==> config.mk <==
export PLATFORM = sky130hd
export DESIGN_NAME = obuffer4_deskew
export DESIGN_NICKNAME = d
export VERILOG_FILES = /design/src/rtl/obuffer4_deskew.sv
export SDC_FILE = /design/constraint.sdc
export NUM_CORES = 1
export LEC_CHECK = 0
export ABC_AREA = 1
export BUFFER_PORTS_ARGS = -buffer_cell sky130_fd_sc_hd__buf_2
export CORE_MARGIN = 10
export CORE_UTILIZATION = 50
export DETAILED_ROUTE_END_ITERATION = 6
export GPL_TIMING_DRIVEN = 0
export PLACE_DENSITY = 0.72
export SYNTH_ARGS = -nofsm -noshare
export SYNTH_HDL_FRONTEND = slang
export SYNTH_SLANG_ARGS = --single-unit
export TNS_END_PERCENT = 1
==> constraint.sdc <==
create_clock -name CLK -period 2 [get_ports CLK]
set_clock_uncertainty 0.05 [all_clocks]
set_input_delay 0.3 -clock CLK [delete_from_list [all_inputs] [get_ports CLK]]
set_output_delay 0.3 -clock CLK [all_outputs]
set_load 0.03 [all_outputs]
==> src/rtl/obuffer4_deskew.sv <==
`default_nettype none
// +---------------------------------------------------------------------------+
// | obuffer4_deskew: re-aligns 4 skewed MAC-array lanes into packed words.     |
// | Optional skew checker built when OBUF_SKEW_CHECK_EN is defined.           |
// | Rev 1.0                                                                   |
// +---------------------------------------------------------------------------+
module obuffer4_deskew #(
  parameter int DATA_W   = 8,
  parameter int DEPTH    = 4,
  parameter int NUM_ROWS = 4
) (
  input  logic                CLK,
  input  logic                RSTN,
  input  logic                CLEAR,
  input  logic [4*DATA_W-1:0] OROW_i,
  input  logic [3:0]          OCOL_VALID,
  input  logic [3:0]          ODST_i,
  output logic [4*DATA_W-1:0] OWORD_o,
  output logic                OWORD_VALID,
  input  logic                OWORD_READY,
  output logic [3:0]          ODST_o,
  output logic [2:0]          ROW_CNT,
  output logic                TILE_DONE,
  output logic                OVF,
  output logic                SKEW_ERR
);

  localparam int AW = $clog2(DEPTH);
  localparam int PW = AW + 1;
  localparam logic [2:0] LAST_ROW = 3'(NUM_ROWS - 1);

  typedef enum logic [1:0] {
    S_IDLE = 2'd0,
    S_RUN  = 2'd1,
    S_DONE = 2'd2
  } state_t;

  state_t              r_state;
  logic [4*DATA_W-1:0] r_word;
  logic                r_valid;
  logic [3:0]          r_dst;
  logic [2:0]          r_row_cnt;
  logic                r_tile_done;
  logic                r_ovf;

  logic [3:0]          w_empty;
  logic [3:0]          w_full;
  logic [3:0]          w_push_ok;
  logic [3:0]          w_push_ovf;
  logic [4*DATA_W-1:0] w_heads;
  logic                w_pop;
  logic                w_accept;

  assign w_pop    = (~|w_empty) && (!r_valid || OWORD_READY);
  assign w_accept = r_valid && OWORD_READY;

  genvar k;
  generate
    for (k = 0; k < 4; k++) begin : g_lane
      logic [DATA_W-1:0] r_mem [DEPTH];
      logic [PW-1:0]     r_wp;
      logic [PW-1:0]     r_rp;

      assign w_empty[k] = (r_wp == r_rp);
      assign w_full[k]  = (r_wp[AW] != r_rp[AW]) && (r_wp[AW-1:0] == r_rp[AW-1:0]);
      // A pop in the same cycle frees the slot, so a push to a full lane still lands.
      assign w_push_ok[k]  = OCOL_VALID[k] && (!w_full[k] || w_pop);
      assign w_push_ovf[k] = OCOL_VALID[k] && w_full[k] && !w_pop;
      assign w_heads[(4-k)*DATA_W-1 -: DATA_W] = r_mem[r_rp[AW-1:0]];

      always_ff @(posedge CLK or negedge RSTN) begin
        if (!RSTN) begin
          r_wp <= '0;
          r_rp <= '0;
        end else if (CLEAR) begin
          r_wp <= '0;
          r_rp <= '0;
        end else begin
          if (w_push_ok[k]) r_wp <= r_wp + PW'(1);
          if (w_pop)        r_rp <= r_rp + PW'(1);
        end
      end

      always_ff @(posedge CLK) begin
        if (w_push_ok[k] && !CLEAR) r_mem[r_wp[AW-1:0]] <= OROW_i[(4-k)*DATA_W-1 -: DATA_W];
      end
    end
  endgenerate

  // Tag FIFO tracks lane 0 exactly: same push and pop conditions.
  logic [3:0]    r_tag_mem [DEPTH];
  logic [PW-1:0] r_tag_wp;
  logic [PW-1:0] r_tag_rp;

  always_ff @(posedge CLK or negedge RSTN) begin
    if (!RSTN) begin
      r_tag_wp <= '0;
      r_tag_rp <= '0;
    end else if (CLEAR) begin
      r_tag_wp <= '0;
      r_tag_rp <= '0;
    end else begin
      if (w_push_ok[0]) r_tag_wp <= r_tag_wp + PW'(1);
      if (w_pop)        r_tag_rp <= r_tag_rp + PW'(1);
    end
  end

  always_ff @(posedge CLK) begin
    if (w_push_ok[0] && !CLEAR) r_tag_mem[r_tag_wp[AW-1:0]] <= ODST_i;
  end

  always_ff @(posedge CLK or negedge RSTN) begin
    if (!RSTN) begin
      r_state     <= S_IDLE;
      r_word      <= '0;
      r_valid     <= 1'b0;
      r_dst       <= '0;
      r_row_cnt   <= '0;
      r_tile_done <= 1'b0;
      r_ovf       <= 1'b0;
    end else if (CLEAR) begin
      r_state     <= S_IDLE;
      r_word      <= '0;
      r_valid     <= 1'b0;
      r_dst       <= '0;
      r_row_cnt   <= '0;
      r_tile_done <= 1'b0;
      r_ovf       <= 1'b0;
    end else begin
      if (w_pop) begin
        r_word  <= w_heads;
        r_dst   <= r_tag_mem[r_tag_rp[AW-1:0]];
        r_valid <= 1'b1;
      end else if (w_accept) begin
        r_valid <= 1'b0;
      end
      if (|w_push_ovf) r_ovf <= 1'b1;
      r_tile_done <= 1'b0;
      case (r_state)
        S_IDLE, S_RUN: begin
          if (r_state == S_IDLE && |OCOL_VALID) r_state <= S_RUN;
          if (w_accept) begin
            r_row_cnt <= r_row_cnt + 3'd1;
            if (r_row_cnt == LAST_ROW) begin
              r_state     <= S_DONE;
              r_tile_done <= 1'b1;
            end
          end
        end
        S_DONE: begin
          r_state   <= S_IDLE;
          // A next-tile word accepted right here is counted toward the new tile.
          r_row_cnt <= w_accept ? 3'd1 : 3'd0;
        end
        default: r_state <= S_IDLE;
      endcase
    end
  end

  assign OWORD_o     = r_word;
  assign OWORD_VALID = r_valid;
  assign ODST_o      = r_dst;
  assign ROW_CNT     = r_row_cnt;
  assign TILE_DONE   = r_tile_done;
  assign OVF         = r_ovf;

`ifdef OBUF_SKEW_CHECK_EN
  logic [2:0] r_vdly;
  logic       r_skew_err;

  always_ff @(posedge CLK or negedge RSTN) begin
    if (!RSTN) begin
      r_vdly     <= '0;
      r_skew_err <= 1'b0;
    end else if (CLEAR) begin
      r_vdly     <= '0;
      r_skew_err <= 1'b0;
    end else begin
      r_vdly <= OCOL_VALID[2:0];
      if (OCOL_VALID[3:1] != r_vdly) r_skew_err <= 1'b1;
    end
  end

  assign SKEW_ERR = r_skew_err;
`else
  assign SKEW_ERR = 1'b0;
`endif

endmodule
`default_nettype wire

## Word-level counts from Yosys, hierarchy flattened

Memory sizes are Yosys's and may differ from the RTL's.
Index checks and enable logic that the tools add are counted.

| storage, ports and cells | value |
|---|---|
| register bits | 74 |
| memory bits (writable) | 144 |
| input port bits | 44 |
| output and inout bits | 43 |
| memories kept | 5 |

| operators by class | value |
|---|---|
| $add $sub $neg | 11 |
| equal/unequal tests | 16 |
| mux-type cells | 50 |
| reduce and logical (&&, ||, !) cells | 50 |

Memory list:

| memory | depth | width | read ports | clocked after Yosys merged registers in | wr ports | line | RTL |
|---|---|---|---|---|---|---|---|
| g_lane[0].r_mem | 4 | 8 | 1 | 0 | 1 | 60 | `logic [DATA_W-1:0] r_mem [DEPTH];` |
| g_lane[1].r_mem | 4 | 8 | 1 | 0 | 1 | 60 |  |
| g_lane[2].r_mem | 4 | 8 | 1 | 0 | 1 | 60 |  |
| g_lane[3].r_mem | 4 | 8 | 1 | 0 | 1 | 60 |  |
| r_tag_mem | 4 | 4 | 1 | 0 | 1 | 91 | `logic [3:0] r_tag_mem [DEPTH];` |

Operators with widths:

| cell | count |
|---|---|
| $mux 3 | 22 |
| $mux 32 | 2 |
| $add 3x1->3 const B | 11 |
| $logic_and 1x1->1 | 23 |
| $mux 1 | 18 |
| $eq 3x3->1 | 4 |
| $reduce_bool 2->1 | 6 |
| $reduce_or 4->1 | 3 |
| $mux 2 | 5 |
| $eq 2x2->1 | 4 |
| $logic_not 1->1 | 8 |
| $mux 4 | 2 |
| $pmux 3 s2 | 1 |
| $reduce_bool 3->1 | 2 |
| $logic_or 1x1->1 | 5 |
| $ne 1x1->1 | 4 |
| $eq 3x2->1 const B | 1 |
| $ne 3x3->1 const B | 1 |
| $eq 2x1->1 const B | 1 |
| $eq 2x2->1 const B | 1 |
| $logic_not 2->1 | 1 |
| $reduce_and 2->1 | 1 |
| $reduce_or 2->1 | 1 |

## Depth between registers and ports, before layout

| logic depth | value |
|---|---|
| depth after elaboration | 9 |
| gate-level depth with buffers | 13 |
| mapped depth without buffers | 11 |

## Worst setup path after synthesis

Ideal clock, no wire load.

| timing path | value |
|---|---|
| kind | register to register |
| start point | register g_lane[1].r_rp[0] |
| end point | memory g_lane[0].r_mem[0][0] (enable) |
| setup time | 371 ps |
| data arrival time | 1688 ps |
| setup slack | -109 ps |
| stages on the path, launching flop included | 11 |
| path buffers | 1 |
| path through | dfrtp_1 -> buf_4 -> nand2_1 -> nand2_1 -> nand3_1 -> nand2_1 -> nor2_4 -> nand2_4 -> nand2_2 -> nand3_2 -> nor2_1 |

| on the way | value |
|---|---|
| word-level cells in the longest chain between the ends | 9 |

Ends and longest elaborated chain:

| element | line | RTL |
|---|---|---|
| start: declaration | 62 | `logic [PW-1:0] r_rp;` |
| start signal: assignment | 80 | `if (w_pop) r_rp <= r_rp + PW'(1);` |
| $eq 3x3->1 | 64 | `assign w_empty[k] = (r_wp == r_rp);` |
| $reduce_or 4->1 | 54 | `assign w_pop = (~\|w_empty) && (!r_valid \|\| OWORD_READY);` |
| $logic_not 1->1 | 54 |  |
| $logic_and 1x1->1 | 54 |  |
| $logic_or 1x1->1 | 67 | `assign w_push_ok[k] = OCOL_VALID[k] && (!w_full[k] \|\| w_pop);` |
| $logic_and 1x1->1 | 67 |  |
| $logic_and 1x1->1 | 85 | `if (w_push_ok[k] && !CLEAR) r_mem[r_wp[AW-1:0]] <= OROW_i[(4-k)*DATA_W-1 -: DATA_W];` |
| $mux 1 | 85 |  |
| $mux 1 (implied by the code) | 85 |  |
| end: declaration | 60 |  |

No other way between the ends.

## Worst setup path in the final report

| timing path | value |
|---|---|
| start point | register g_lane[2].r_wp[0] |
| end point | memory g_lane[0].r_mem[2][1] (enable) |

| on the way | value |
|---|---|
| word-level cells in the longest chain between the ends | 9 |

Ends and longest elaborated chain:

| element | line | RTL |
|---|---|---|
| start: declaration | 61 | `logic [PW-1:0] r_wp;` |
| start signal: assignment | 79 | `if (w_push_ok[k]) r_wp <= r_wp + PW'(1);` |
| $eq 3x3->1 | 64 |  |
| $reduce_or 4->1 | 54 |  |
| $logic_not 1->1 | 54 |  |
| $logic_and 1x1->1 | 54 |  |
| $logic_or 1x1->1 | 67 |  |
| $logic_and 1x1->1 | 67 |  |
| $logic_and 1x1->1 | 85 |  |
| $mux 1 | 85 |  |
| $mux 1 (implied by the code) | 85 |  |

No other way between the ends.

==> results by group <==
Worst setup path
  • Critical path startpoint category: flip-flop
  • Crit Path Max Fanout: 8
  • Top Family by Delay on Critical Path: simple AND/OR/NAND/NOR gates
  • RR Endpoint: g_lane[0].r_mem[2][1]
  • Delay of the slowest critical-path stage: 0.47 ns
  • Data arrival time of the critical path: 2.30 ns
  • CP Class: flip-flop to flip-flop
  • Crit path top cell by count: nand2_2
  • Worst R2R Setup Slack: -0.14 ns
  • FF-to-FF Start: g_lane[2].r_wp[0]
  • R2R depth: 11
  • Crit path capture type: flip-flop
  • Buffers & Inverters on Critical Path: 2
  • Cell chain of the critical path: inv_2 -> nand2_2 -> nand2_2 -> nand3_2 -> nand2_2 -> nor2_4 -> nand2_8 -> nand2_4 -> nand3_4 -> nor2_4 -> buf_12
  • CP required: 2.16 ns
  • CP max-delay cell: dfrtp_1

Power
  • Power density over cell area: 858 mW/mm^2
  • Final Power: 10.2 mW
  • Peak supply drop: 754 uV
  • LEAKAGE: 5.16 nW

STA
  • Slew Limit Fails: 0
  • Unrepaired setup endpoints after global routing: yes
  • Final period utilization: 107%
  • Clock period minus worst slack: 2.14 ns
  • Final setup vio count: 144
  • Worst hold slack: 0.0905 ns
  • Rel. slew slack: 43.1%
  • PnR worst setup slack: -0.141 ns
  • Fmax: 0.467 GHz
  • Final TNS setup: -14.60 ns
  • Slew @ Worst Pin: 0.853 ns
  • Final Hold Viols: 0

Die
  • Io pins: 87
  • Die width: 155 um
  • Initial core utilization: 50.7%
  • Die height: 155 um
  • Die area: 0.0240 mm^2
  • Core Region: 0.0179 mm^2
  • Standard-cell rows: 49

Routing
  • Via count: 6658
  • Avg WL per Cell: 17.7 um
  • DRC viols: 0
  • DRT Pass-1 Iters: 7
  • Post-DRT Antenna Nets: 0
  • Starting DRT DRC Count: 560
  • Detailed Route WL: 22200 um
  • Via density: 5.29

Worst hold path
  • Hold path endpoint: TILE_DONE
  • Hold crit path type: primary input to flip-flop
  • Worst hold path stage count: 3
  • Hold Path Origin: OWORD_READY

Place
  • Port bufs: 83
  • Post-DP HPWL: 13300 um
  • Inst Count DP: 1127
  • Dpl ws: -0.731 ns
  • GPL Wtd Cong: 0.770

Yosys
  • Largest family of logic cells by synthesized area: simple AND/OR/NAND/NOR gates
  • Number of flops mapped to enable cells by yosys: 144
  • Count leader, synth: nand2_1
  • Mapped Cells: 814
  • Post-synth top area share: 47.6%
  • Post-synthesis adder-cell area fraction: 3.58%
  • Sequential share of the synthesized area: 67.4%
  • Post-Synth Simple-Gate Area: 15.6%
  • Post-Synth XOR/XNOR Area: 0.964%
  • Synth top cells by count: 187 x nand2_1, 144 x edfxtp_1, 103 x nor2_1
  • Yosys cell types: 30
  • Cell taking the most area after synthesis: edfxtp_1
  • Syn_nets: 884
  • Syn avg cell area: 11.2 um^2
  • Ys async rst share: 33.3%
  • Synth top area cells: edfxtp_1 48%, dfrtp_1 20%, nand2_1 7.7%, o21ai_0 4.5%, nor2_1 4.3%
  • Compound-Gate Fraction of Synth Area: 7.63%
  • Synth Cell Area: 0.00908 mm^2
  • Yosys reg bits: 216
  • Post-synthesis mux area share: 0%
  • Ys Warns: 0
  • Synth Flop Type: edfxtp_1

Global routing
  • Number of global-route vias before repair: 6931
  • Initial antenna violation count: 3
  • GRT overflow: 0
  • Largest net degree at the start of global routing: 61
  • GR Util met1: 22.2%
  • Busiest grt layer: met2
  • All-Layer GR Usage: 18.1%
  • Met3 Usage GRT: 3.85%
  • First-pass GRT wire length: 35600 um
  • GR Util met2: 31.7%

Run
  • Max Cap Viol: 0

Clock tree
  • Clock Latency Late Sink: 0.49 ns
  • Clk slew on worst S/H paths: 0.06 ns
  • CTS tree: built
  • H-tree depth: 1
  • Root buf cell: clkbuf_16
  • CTS Buf Count: 23
  • Sink Count: 216
  • Clock tree buffer depth: 3

Final layout
  • Cell Count, Final, Fillers Out: 1258
  • Layout area overhead: 30.5%
  • Share of layout cells above drive strength 1: 24.4%
  • Final #Nets: 1082

Status
  • Run status: complete, but fails checks
  • Failing checks: negative setup slack
## registers in the layout, indices dropped and copies added, names as in the netlist, 2 cells and up
| register | flops |
|---|---|
| ROW_CNT | 3 |
| ODST_o | 4 |
| r_tag_mem | 16 |
| r_tag_wp | 2 |
| g_lane.r_wp | 12 |
| g_lane.r_mem | 128 |
| g_lane.r_rp | 12 |
| r_tag_rp | 2 |
| OWORD_o | 32 |
| r_state | 2 |
## worst reg2reg max path, stage by stage, from the launching register on
cell	delay (ns)
dfrtp_1	0.47
inv_2	0.10
nand2_2	0.08
nand2_2	0.07
nand3_2	0.09
nand2_2	0.07
nor2_4	0.17
nand2_8	0.11
nand2_4	0.09
nand3_4	0.19
nor2_4	0.22
buf_12	0.15
## layout by cell type (no fill, tap or decap), types with 12 or more instances in the layout
cell / count
ha_1: 26
o21ai_0: 82
nand4_1: 15
o22ai_1: 36
nand3_1: 23
buf_12: 14
nor2_4: 18
clkbuf_1: 19
nand2_2: 16
dlygate4sd3_1: 37
edfxtp_1: 144
nand2_1: 169
buf_6: 12
dfrtp_1: 70
clkbuf_16: 23
nor2_1: 83
buf_2: 85
inv_1: 44
buf_4: 44
## cell families (layout without fill, tap and decap cells)
group,after synthesis,in the layout
and+or+nand+nor,344,344
DFF,216,216
AOI/OAI and AO/OA,129,129
buffers and inverters,88,302
adders and majority gates,26,26
xor gates and xnor gates,10,10
other,1,2
## final cells by class
type                       count  area (um^2)
buffer                        33          236
inverter                      55          244
sequential                   216         6130
multi-input combinational    510         2810
clock buffer                  31          616
fill                        1304         6050
tap                          229          287
clock inverter                10          151
antenna                        1         2.50
timing repair buffer         173         1380
## worst max-delay path by stage
stage / startpoint / to / slack [ns] / cells past startpoint
after floorplan: g_lane[1].r_rp[0] / g_lane[0].r_mem[0][0] / -0.11 / 10
after global placement: g_lane[2].r_rp[1] / g_lane[0].r_mem[3][3] / -0.68 / 11
after detailed placement: g_lane[2].r_rp[1] / g_lane[0].r_mem[0][5] / -0.73 / 11
after CTS: g_lane[0].r_rp[0] / g_lane[0].r_mem[2][1] / -0.08 / 10
after global routing: g_lane[2].r_wp[0] / g_lane[0].r_mem[2][1] / -0.27 / 11
final: g_lane[2].r_wp[0] / g_lane[0].r_mem[2][1] / -0.14 / 11
## metal layers
metal,vias to the layer above,share of wire (%),wire length [um]
li1,3187,-,-
met1,3237,41,9160
met2,198,51,11300
met3,34,5.8,1290
met4,2,1.9,433
met5,-,0.058,13
## where the power goes
part	switching (mW)	internal [mW]	total, mW
Combinational	0.529	0.330	0.859
Clock	1.66	2.67	4.33
Sequential	0.0648	4.91	4.98
Total	2.26	7.91	10.2
## through the flow
step | utilization, % | cell area, um^2
floorplan | - | 9080
global placement | 54.7 | 9780
detailed placement | 54.8 | 9810
CTS | 65.4 | 11700
global route | 66.2 | 11900
finish | 66.2 | 11900
## timing repair
item                                    in CTS  in global routing
setup buffers                               42                 10
pin swaps                                   25                 20
gates resized for setup                     70                 22
endpoints found under the setup margin     145                155
hold buffers                                37                  0
hold endpoints to repair                   216                  0
No activity file was read; power rests on OpenSTA's default activity.
